===== src/rtl/ctrl_pkg.sv =====
// Shared types and encodings for the multi-cycle RV32I control unit.
package ctrl_pkg;

  // Main sequencer states (4-bit encoding).
  typedef enum logic [3:0] {
    S_FETCH    = 4'd0,
    S_DECODE   = 4'd1,
    S_MEMADR   = 4'd2,
    S_MEMREAD  = 4'd3,
    S_MEMWB    = 4'd4,
    S_MEMWRITE = 4'd5,
    S_EXECR    = 4'd6,
    S_EXECI    = 4'd7,
    S_ALUWB    = 4'd8,
    S_BRANCH   = 4'd9,
    S_TRAP     = 4'd10
  } state_t;

  // Supported opcodes (instr[6:0]).
  localparam logic [6:0] OP_LW     = 7'b0000011;
  localparam logic [6:0] OP_SW     = 7'b0100011;
  localparam logic [6:0] OP_R      = 7'b0110011;
  localparam logic [6:0] OP_I      = 7'b0010011;
  localparam logic [6:0] OP_BRANCH = 7'b1100011;

  // Branch funct3 values handled by the BRANCH state.
  localparam logic [2:0] F3_BEQ = 3'b000;
  localparam logic [2:0] F3_BNE = 3'b001;

  // ALU operation codes.
  localparam logic [2:0] ALU_ADD = 3'b000;
  localparam logic [2:0] ALU_SUB = 3'b001;
  localparam logic [2:0] ALU_AND = 3'b010;
  localparam logic [2:0] ALU_OR  = 3'b011;
  localparam logic [2:0] ALU_SLT = 3'b101;

  // Sign-extender immediate formats.
  localparam logic [1:0] IMM_I = 2'b00;
  localparam logic [1:0] IMM_S = 2'b01;
  localparam logic [1:0] IMM_B = 2'b10;

  // Fault causes.
  localparam logic [1:0] FAULT_NONE    = 2'b00;
  localparam logic [1:0] FAULT_ILLEGAL = 2'b01;
  localparam logic [1:0] FAULT_TIMEOUT = 2'b10;

  // Result mux select.
  localparam logic [1:0] RES_ALUOUT = 2'b00;
  localparam logic [1:0] RES_DATA   = 2'b01;
  localparam logic [1:0] RES_ALU    = 2'b10;

  // ALU operand A select.
  localparam logic [1:0] SRCA_PC    = 2'b00;
  localparam logic [1:0] SRCA_OLDPC = 2'b01;
  localparam logic [1:0] SRCA_RS1   = 2'b10;

  // ALU operand B select.
  localparam logic [1:0] SRCB_RS2  = 2'b00;
  localparam logic [1:0] SRCB_IMM  = 2'b01;
  localparam logic [1:0] SRCB_FOUR = 2'b10;

  // Immediate format is a pure function of the opcode, independent of state.
  function automatic logic [1:0] imm_sel(input logic [6:0] op);
    logic [1:0] sel;
    sel = IMM_I;
    case (op)
      OP_SW:     sel = IMM_S;
      OP_BRANCH: sel = IMM_B;
      default:   sel = IMM_I;
    endcase
    return sel;
  endfunction

endpackage


===== src/rtl/alu_decoder.sv =====
// Combinational ALU operation decode for register and immediate ALU instructions.
module alu_decoder
  import ctrl_pkg::*;
(
  input  logic [6:0] op,
  input  logic [2:0] funct3,
  input  logic       funct7_5,
  output logic [2:0] alu_control,
  output logic       alu_illegal
);

  // funct7_5 only selects subtract for register-register ops; for addi it is an immediate bit.
  always_comb begin
    alu_control = ALU_ADD;
    alu_illegal = 1'b0;
    case (funct3)
      3'b000:  alu_control = (op == OP_R && funct7_5) ? ALU_SUB : ALU_ADD;
      3'b111:  alu_control = ALU_AND;
      3'b110:  alu_control = ALU_OR;
      3'b010:  alu_control = ALU_SLT;
      default: alu_illegal = 1'b1;
    endcase
  end

endmodule


===== src/rtl/multicycle_control.sv =====
// Main sequencer of the multi-cycle RV32I core: state register, memory wait
// counter with timeout, fault capture and datapath control decode.
module multicycle_control
  import ctrl_pkg::*;
#(
  parameter int unsigned MEM_TIMEOUT = 15,
  parameter int unsigned CNT_WIDTH   = 8
) (
  input  logic       clk,
  input  logic       rst_n,
  input  logic [6:0] op,
  input  logic [2:0] funct3,
  input  logic       funct7_5,
  input  logic       zero,
  input  logic       mem_ready,
  output logic       mem_req,
  output logic       mem_write,
  output logic       adr_src,
  output logic       ir_write,
  output logic       pc_write,
  output logic       reg_write,
  output logic [1:0] result_src,
  output logic [1:0] alu_src_a,
  output logic [1:0] alu_src_b,
  output logic [2:0] alu_control,
  output logic [1:0] imm_src,
  output logic       instr_done,
  output logic       fault,
  output logic [1:0] fault_code
);

  localparam logic [CNT_WIDTH-1:0] TIMEOUT_CNT = CNT_WIDTH'(MEM_TIMEOUT);
  localparam logic [CNT_WIDTH-1:0] CNT_ONE     = CNT_WIDTH'(1);

  state_t               state_q, state_d;
  logic [CNT_WIDTH-1:0] wait_cnt_q, wait_cnt_d;
  logic                 fault_q, fault_d;
  logic [1:0]           fault_code_q, fault_code_d;

  // Ungated enables straight from the state decode.
  logic mem_req_fsm, mem_write_fsm, ir_write_fsm, pc_write_fsm;
  logic reg_write_fsm, instr_done_fsm;

  logic [2:0] dec_alu_control;
  logic       dec_alu_illegal;
  logic       timeout_hit;
  logic       enter_mem_state;

  alu_decoder u_alu_decoder (
    .op          (op),
    .funct3      (funct3),
    .funct7_5    (funct7_5),
    .alu_control (dec_alu_control),
    .alu_illegal (dec_alu_illegal)
  );

  // The counter has already absorbed MEM_TIMEOUT wait cycles; one more miss faults.
  assign timeout_hit = (wait_cnt_q == TIMEOUT_CNT);

  // Next-state and control decode; Mealy terms only on ir/pc write and instr_done.
  always_comb begin
    state_d        = state_q;
    fault_code_d   = fault_code_q;
    mem_req_fsm    = 1'b0;
    mem_write_fsm  = 1'b0;
    adr_src        = 1'b0;
    ir_write_fsm   = 1'b0;
    pc_write_fsm   = 1'b0;
    reg_write_fsm  = 1'b0;
    instr_done_fsm = 1'b0;
    result_src     = RES_ALUOUT;
    alu_src_a      = SRCA_PC;
    alu_src_b      = SRCB_RS2;
    alu_control    = ALU_ADD;
    case (state_q)
      S_FETCH: begin
        mem_req_fsm  = 1'b1;
        alu_src_a    = SRCA_PC;
        alu_src_b    = SRCB_FOUR;
        result_src   = RES_ALU;
        ir_write_fsm = mem_ready;
        pc_write_fsm = mem_ready;
        if (mem_ready) begin
          state_d = S_DECODE;
        end else if (timeout_hit) begin
          state_d      = S_TRAP;
          fault_code_d = FAULT_TIMEOUT;
        end
      end
      S_DECODE: begin
        // Precompute the branch target into ALUOut.
        alu_src_a = SRCA_OLDPC;
        alu_src_b = SRCB_IMM;
        case (op)
          OP_LW, OP_SW: state_d = S_MEMADR;
          OP_R:         state_d = S_EXECR;
          OP_I:         state_d = S_EXECI;
          OP_BRANCH: begin
            if (funct3 == F3_BEQ || funct3 == F3_BNE) begin
              state_d = S_BRANCH;
            end else begin
              state_d      = S_TRAP;
              fault_code_d = FAULT_ILLEGAL;
            end
          end
          default: begin
            state_d      = S_TRAP;
            fault_code_d = FAULT_ILLEGAL;
          end
        endcase
      end
      S_MEMADR: begin
        alu_src_a = SRCA_RS1;
        alu_src_b = SRCB_IMM;
        state_d   = (op == OP_LW) ? S_MEMREAD : S_MEMWRITE;
      end
      S_MEMREAD: begin
        mem_req_fsm = 1'b1;
        adr_src     = 1'b1;
        if (mem_ready) begin
          state_d = S_MEMWB;
        end else if (timeout_hit) begin
          state_d      = S_TRAP;
          fault_code_d = FAULT_TIMEOUT;
        end
      end
      S_MEMWB: begin
        result_src     = RES_DATA;
        reg_write_fsm  = 1'b1;
        instr_done_fsm = 1'b1;
        state_d        = S_FETCH;
      end
      S_MEMWRITE: begin
        mem_req_fsm   = 1'b1;
        mem_write_fsm = 1'b1;
        adr_src       = 1'b1;
        if (mem_ready) begin
          instr_done_fsm = 1'b1;
          state_d        = S_FETCH;
        end else if (timeout_hit) begin
          state_d      = S_TRAP;
          fault_code_d = FAULT_TIMEOUT;
        end
      end
      S_EXECR, S_EXECI: begin
        alu_src_a   = SRCA_RS1;
        alu_src_b   = (state_q == S_EXECI) ? SRCB_IMM : SRCB_RS2;
        alu_control = dec_alu_control;
        if (dec_alu_illegal) begin
          state_d      = S_TRAP;
          fault_code_d = FAULT_ILLEGAL;
        end else begin
          state_d = S_ALUWB;
        end
      end
      S_ALUWB: begin
        result_src     = RES_ALUOUT;
        reg_write_fsm  = 1'b1;
        instr_done_fsm = 1'b1;
        state_d        = S_FETCH;
      end
      S_BRANCH: begin
        // ALUOut holds the target from DECODE; the ALU compares rs1 and rs2.
        alu_src_a      = SRCA_RS1;
        alu_src_b      = SRCB_RS2;
        alu_control    = ALU_SUB;
        result_src     = RES_ALUOUT;
        pc_write_fsm   = (funct3 == F3_BEQ) ? zero : !zero;
        instr_done_fsm = 1'b1;
        state_d        = S_FETCH;
      end
      S_TRAP: begin
        state_d = S_TRAP;
      end
      default: begin
        state_d = S_FETCH;
      end
    endcase
  end

  // Wait counter: restart on every new transfer, count only stalled request cycles.
  always_comb begin
    enter_mem_state = (state_d != state_q) &&
                      (state_d == S_FETCH || state_d == S_MEMREAD || state_d == S_MEMWRITE);
    wait_cnt_d = wait_cnt_q;
    if (enter_mem_state) begin
      wait_cnt_d = '0;
    end else if (mem_req_fsm && !mem_ready) begin
      wait_cnt_d = wait_cnt_q + CNT_ONE;
    end
  end

  // Fault flag is sticky from the moment TRAP is entered.
  always_comb begin
    fault_d = fault_q || (state_d == S_TRAP);
  end

  // State, counter and fault registers with asynchronous active-low reset.
  always_ff @(posedge clk or negedge rst_n) begin
    if (!rst_n) begin
      state_q      <= S_FETCH;
      wait_cnt_q   <= '0;
      fault_q      <= 1'b0;
      fault_code_q <= FAULT_NONE;
    end else begin
      state_q      <= state_d;
      wait_cnt_q   <= wait_cnt_d;
      fault_q      <= fault_d;
      fault_code_q <= fault_code_d;
    end
  end

  // Enables are squashed while reset is held so an aborted instruction leaves no side effects.
  assign mem_req    = rst_n & mem_req_fsm;
  assign mem_write  = rst_n & mem_write_fsm;
  assign ir_write   = rst_n & ir_write_fsm;
  assign pc_write   = rst_n & pc_write_fsm;
  assign reg_write  = rst_n & reg_write_fsm;
  assign instr_done = rst_n & instr_done_fsm;

  assign imm_src    = imm_sel(op);
  assign fault      = fault_q;
  assign fault_code = fault_code_q;

endmodule


===== config.mk =====
export PLATFORM = sky130hd
export DESIGN_NAME = multicycle_control
export DESIGN_NICKNAME = d
export VERILOG_FILES = /design/src/rtl/ctrl_pkg.sv /design/src/rtl/alu_decoder.sv /design/src/rtl/multicycle_control.sv
export SDC_FILE = /design/constraint.sdc
export NUM_CORES = 1
export LEC_CHECK = 0
export BUFFER_PORTS_ARGS = -buffer_cell sky130_fd_sc_hd__buf_2
export CORE_AREA = 2 2 65 67
export CTS_CLUSTER_DIAMETER = 150
export DETAILED_ROUTE_END_ITERATION = 10
export DIE_AREA = 0 0 67 69
export PLACE_DENSITY = 0.66
export SYNTH_ARGS = -nofsm -noshare
export SYNTH_HDL_FRONTEND = slang
export SYNTH_SLANG_ARGS = --single-unit

===== constraint.sdc =====
create_clock -name clk -period 4.05 [get_ports clk]
set_clock_uncertainty 0.2 [all_clocks]
set_input_delay 0.6075 -clock clk [delete_from_list [all_inputs] [get_ports clk]]
set_output_delay 0.6075 -clock clk [all_outputs]
set_load 0.02 [all_outputs]

Word-level counts from Yosys, hierarchy flattened
Index checks and enable logic that the tools add are counted.

word-level totals
  input bits = 15
  bits in registers = 15

cells by class
  mux-type cells = 34
  reduce and logical (&&, ||, !) cells = 25
  bitwise gates (word level) = 6
  $add $sub $neg = 1
  equal/unequal tests = 29

operators with widths
  kind                                                                   number
  4-bit one-hot mux with 7 select lines                                  1
  4-bit by 3-bit equality test with 1-bit output, second input constant  5
  4-bit equality test, second input constant                             4
  4-bit 2-to-1 mux                                                       4
  8-bit 2-to-1 mux                                                       2
  2-bit one-hot mux with 2 select lines                                  4
  4-bit one-hot mux with 4 select lines                                  1
  7-bit by 6-bit equality test with 1-bit output, second input constant  2
  4-bit by 2-bit equality test with 1-bit output, second input constant  3
  2-bit 2-to-1 mux                                                       6
  2-bit one-hot mux with 3 select lines                                  2
  3-bit one-hot mux with 4 select lines                                  1
  4-bit OR reduction                                                     3
  2-bit OR reduction                                                     5
  1-bit 2-to-1 mux                                                       9
  8-bit by 1-bit adder with 8-bit output, second input constant          1
  8-bit by 4-bit equality test with 1-bit output, second input constant  1
  4-bit logical NOT                                                      2
  7-bit by 2-bit equality test with 1-bit output, second input constant  1
  7-bit by 5-bit equality test with 1-bit output, second input constant  1
  7-bit equality test, second input constant                             1
  1-bit AND                                                              6
  3-bit equality test, second input constant                             2
  2-bit != test, second input constant                                   3
  other kinds (17)                                                       25

Longest topological paths before layout
  depth after elaboration = 10
  depth in mapped cells = 8
  mapped depth without buffers = 7

Cells and area by module
From an unflattened synthesis, not the netlist that was laid out.

unflattened totals
  cells, all modules = 154
  area total of the unflattened synthesis = 1382.6 um2

modules (own cells, without submodules)
  module              sequential area each (um2)  cells an instance  area each (um2)  times used
  multicycle_control  375.4                       146                1320.0           1
  alu_decoder         0.0                         8                  62.6             1

Worst setup path before layout
OpenSTA, ideal clock, no wires.

  path type = input-to-output
  start point = in op[4]
  end point = out alu_control[0]
  slack = 1.523 ns
  data arrival time = 1.720 ns
  cell stages on the path = 5
  path buffers = 1
  path through = clkbuf_1 -> nand2_1 -> nor3_1 -> a21oi_1 -> o32ai_1

on the way
  longest elaborated chain between the ends = 5

RTL lines
  what                                            line                      source
  start: declaration                              multicycle_control.sv:11  input logic [6:0] op,
  7-bit by 6-bit equality test with 1-bit output  alu_decoder.sv:17         3'b000: alu_control = (op == OP_R && funct7_5) ? ALU_SUB : ALU_ADD;
  1-bit logical AND                               alu_decoder.sv:17
  1-bit 2-to-1 mux                                alu_decoder.sv:17
  3-bit one-hot mux with 4 select lines           alu_decoder.sv:16         case (funct3)
  3-bit one-hot mux with 2 select lines           multicycle_control.sv:75  case (state_q)
  end: declaration                                multicycle_control.sv:25  output logic [2:0] alu_control,

No other way between the ends.

Final worst setup path
  start point = reg state_q[1]
  end point = reg wait_cnt_q[7]

on the way
  longest elaborated chain between the ends = 8

RTL lines
  what                                                                                 line                       source
  start: declaration                                                                   multicycle_control.sv:35   state_t state_q, state_d;
  start signal: assignment                                                             multicycle_control.sv:206  state_q <= state_d;
  4-bit by 3-bit equality test with 1-bit output or 4-bit 2-to-1 mux (tied branches)   -
  2-bit OR reduction, or another cell as far along                                     multicycle_control.sv:75
  4-bit one-hot mux with 7 select lines                                                multicycle_control.sv:75
  4-bit by 2-bit equality test with 1-bit output or 4-bit logical NOT (tied branches)  multicycle_control.sv:184  (state_d == S_FETCH || state_d == S_MEMREAD || state_d == S_MEMWRITE);
  1-bit logical OR (2 in a row)                                                        multicycle_control.sv:184
  1-bit logical AND                                                                    multicycle_control.sv:183  enter_mem_state = (state_d != state_q) &&
  8-bit 2-to-1 mux or 2-bit nonzero test (tied branches)                               -
  end signal: assignment                                                               multicycle_control.sv:207  wait_cnt_q <= wait_cnt_d;
  end: declaration                                                                     multicycle_control.sv:36   logic [CNT_WIDTH-1:0] wait_cnt_q, wait_cnt_d;

Parallel ways exist; a longest one is shown, timed or not.
A chain may end at the register's enable or synchronous reset.

==> results.cfg <==
[timing]
rsz0062_at_grt = false
setup_viol = 0
slew_violations = 0
fmax_mhz = 361
max_slew.worst_pin.slew_ns = 0.614
min_period_ns = 2.77
relSlewSlack_pct = 59.0
fin_ws_ns = 1.28
setup_tns_ns = 0
period_share_pct = 68.3
holdWs_ns = 0.0732
hold_violations = 0

[run]
drv_cap = 0

[placed_design]
dp_hpwl_mm = 2.58
portBuffers = 35
globalplace.congestion = 0.819
placedCellCount = 241
dp_slack_ns = 1.32
dpl_cell_area_mm2 = 0.00153

[floorplanning]
die_h_um = 69
num_rows = 23
coreArea_mm2 = 0.00391
fp.dieW_um = 67
pin_count = 36
dieArea_mm2 = 0.00462
initial_utilization_pct = 34.3

[routing]
drt_iter0_drc = 65
routed_wl_mm = 3.36
drc = 0
dr_total_vias = 1348
routedWlPerCell_um = 13.7
routed_via_density = 5.50
ant_nets = 0
dr.pass1.iters = 4

[clock_tree]
clk_path_buf_depth = 2
ctsHtreeMaxLevel = 1
cts_setup_buffers = 0
path_clk_slew_ns = 0.06
cts-buffers-inserted = 3
clk_latency_ns = 0.25
cts_tree = built
cts_sinks = 15
cts_hold_buf = 0
cts_resized = 0
clockRootBuffer = clkbuf_8

[power]
p_total_mw = 0.979
ir_drop_mv = 0.261
leakagePower_nw = 0.720
p_per_area_mw_per_mm2 = 621

[yosys]
syn-num-nets = 181
synth_area_leaders = dfrtp_1 28%, nor2_1 4.8%, a31oi_1 4.2%
syn_inst = 165
synth_seq_cells = 15
synth_most_common_cell = nor2_1
synth_area_per_cell_um2 = 8.13
synth-edff-count = 0
synth_cell_types = 54
yosys_warnings = 0
synth_common_cells = 17 x nor2_1, 15 x dfrtp_1, 12 x nand2_1
netlist_area_mm2 = 0.00134
synth_ff_type = dfrtp_1
synth_top_area_share_pct = 28.0
synth_area_leader_cell = dfrtp_1
synth-seq-area-share_pct = 28.0
async_reset_ff_share_pct = 100

[global_route]
first_global_vias = 1215
antenna_found_initial = 0
gr-usage-all-layers_pct = 15.1
grt_max_degree = 21
overflow = 0
grt_pass1_wl_mm = 5.58

[setup_path]
rr_worst_depth = 6
crit_required_ns = 3.95
crit_arrival_ns = 2.67
start_kind = register
crit_fanout = 20
crit_type = reg2reg
endpoint_kind = register

[final_layout]
fin_nets = 212
final_cells = 245
synthToLayoutAreaGrowth_pct = 17.5
postLayoutCoreUtil_pct = 40.3
drive_above_1_share_pct = 26.7
diodes = 0
design_area_mm2 = 0.00158

[hold_path]
min_path_type = in2async

[run_status]
status = finished clean
-- final cells by class --
| type | count | area (um^2) |
|---|---|---|
| clock inverter | 1 | 5.00 |
| clock buffer | 3 | 41.3 |
| timing repair buffer | 35 | 175 |
| fill | 424 | 2340 |
| inverter | 8 | 30.0 |
| sequential | 15 | 375 |
| tap | 50 | 62.6 |
| multi-input combinational | 133 | 887 |
-- sequential cells by signal, indices dropped and copies added (netlist names) --
signal	count
fault_code	2
state_q	4
fault	1
wait_cnt_q	8
-- logic make-up (layout without fill, tap and decap cells) --
kind of cell	count (synthesis)	after routing	share of synthesized area, %
muxes	2	2	1.49
xor gates and xnor gates	9	9	6.44
adders and majority gates	1	1	0.933
buffers and inverters	17	47	5.88
DFF	15	15	28.0
and+or+nand+nor	73	73	31.2
AOI/OAI and AO/OA	48	48	26.0
-- power by group --
group          switching [mW]  internal (mW)  total, mW
registers              0.0805          0.183      0.264
clock network          0.0509         0.0681      0.119
logic                   0.370          0.226      0.596
total                   0.502          0.477      0.979
-- worst paths after layout --
check / start / to / slack [ns]
hold / removal: rst_n / wait_cnt_q[0]$_DFFE_PN0P_ / 0.07
setup reg to reg: state_q[1]$_DFF_PN0_ / wait_cnt_q[7]$_DFFE_PN0P_ / 1.28
max in group asynchronous: rst_n / state_q[2]$_DFF_PN0_ / 3.30
min in group clk: fault$_DFF_PN0_ / fault$_DFF_PN0_ / 0.27
setup / recovery: state_q[1]$_DFF_PN0_ / wait_cnt_q[7]$_DFFE_PN0P_ / 1.28
hold reg to reg: fault$_DFF_PN0_ / fault$_DFF_PN0_ / 0.27
-- cells in the final DEF (no fill, tap or decap), types with 7 or more instances in the layout --
cell	netlist	final
buf_2	2	35
nor2_1	17	17
dfrtp_1	15	15
nand2_1	12	12
a21oi_1	10	10
a31oi_1	9	9
inv_1	8	8
nand2b_1	8	8
nor3_1	7	7
-- worst max-delay path: stages, from the launching register on --
cell,delay (ns)
dfrtp_1,0.73
xnor2_2,0.22
a2bb2oi_2,0.42
nor2_1,0.10
a211oi_1,0.28
nor2b_1,0.50
a31oi_1,0.16
-- routing by layer --
metal  GRT usage [%]  share of wire [%]  up-vias  routed length (um)
li1                -                  -      667                   -
met2            21.8                 44       38                1470
met1            22.3                 50      638                1680
met5               0                  0        -                   0
met4            5.44                1.1        0                  37
met3            2.45                5.2        5                 173
(Power assumes the default switching activity.)
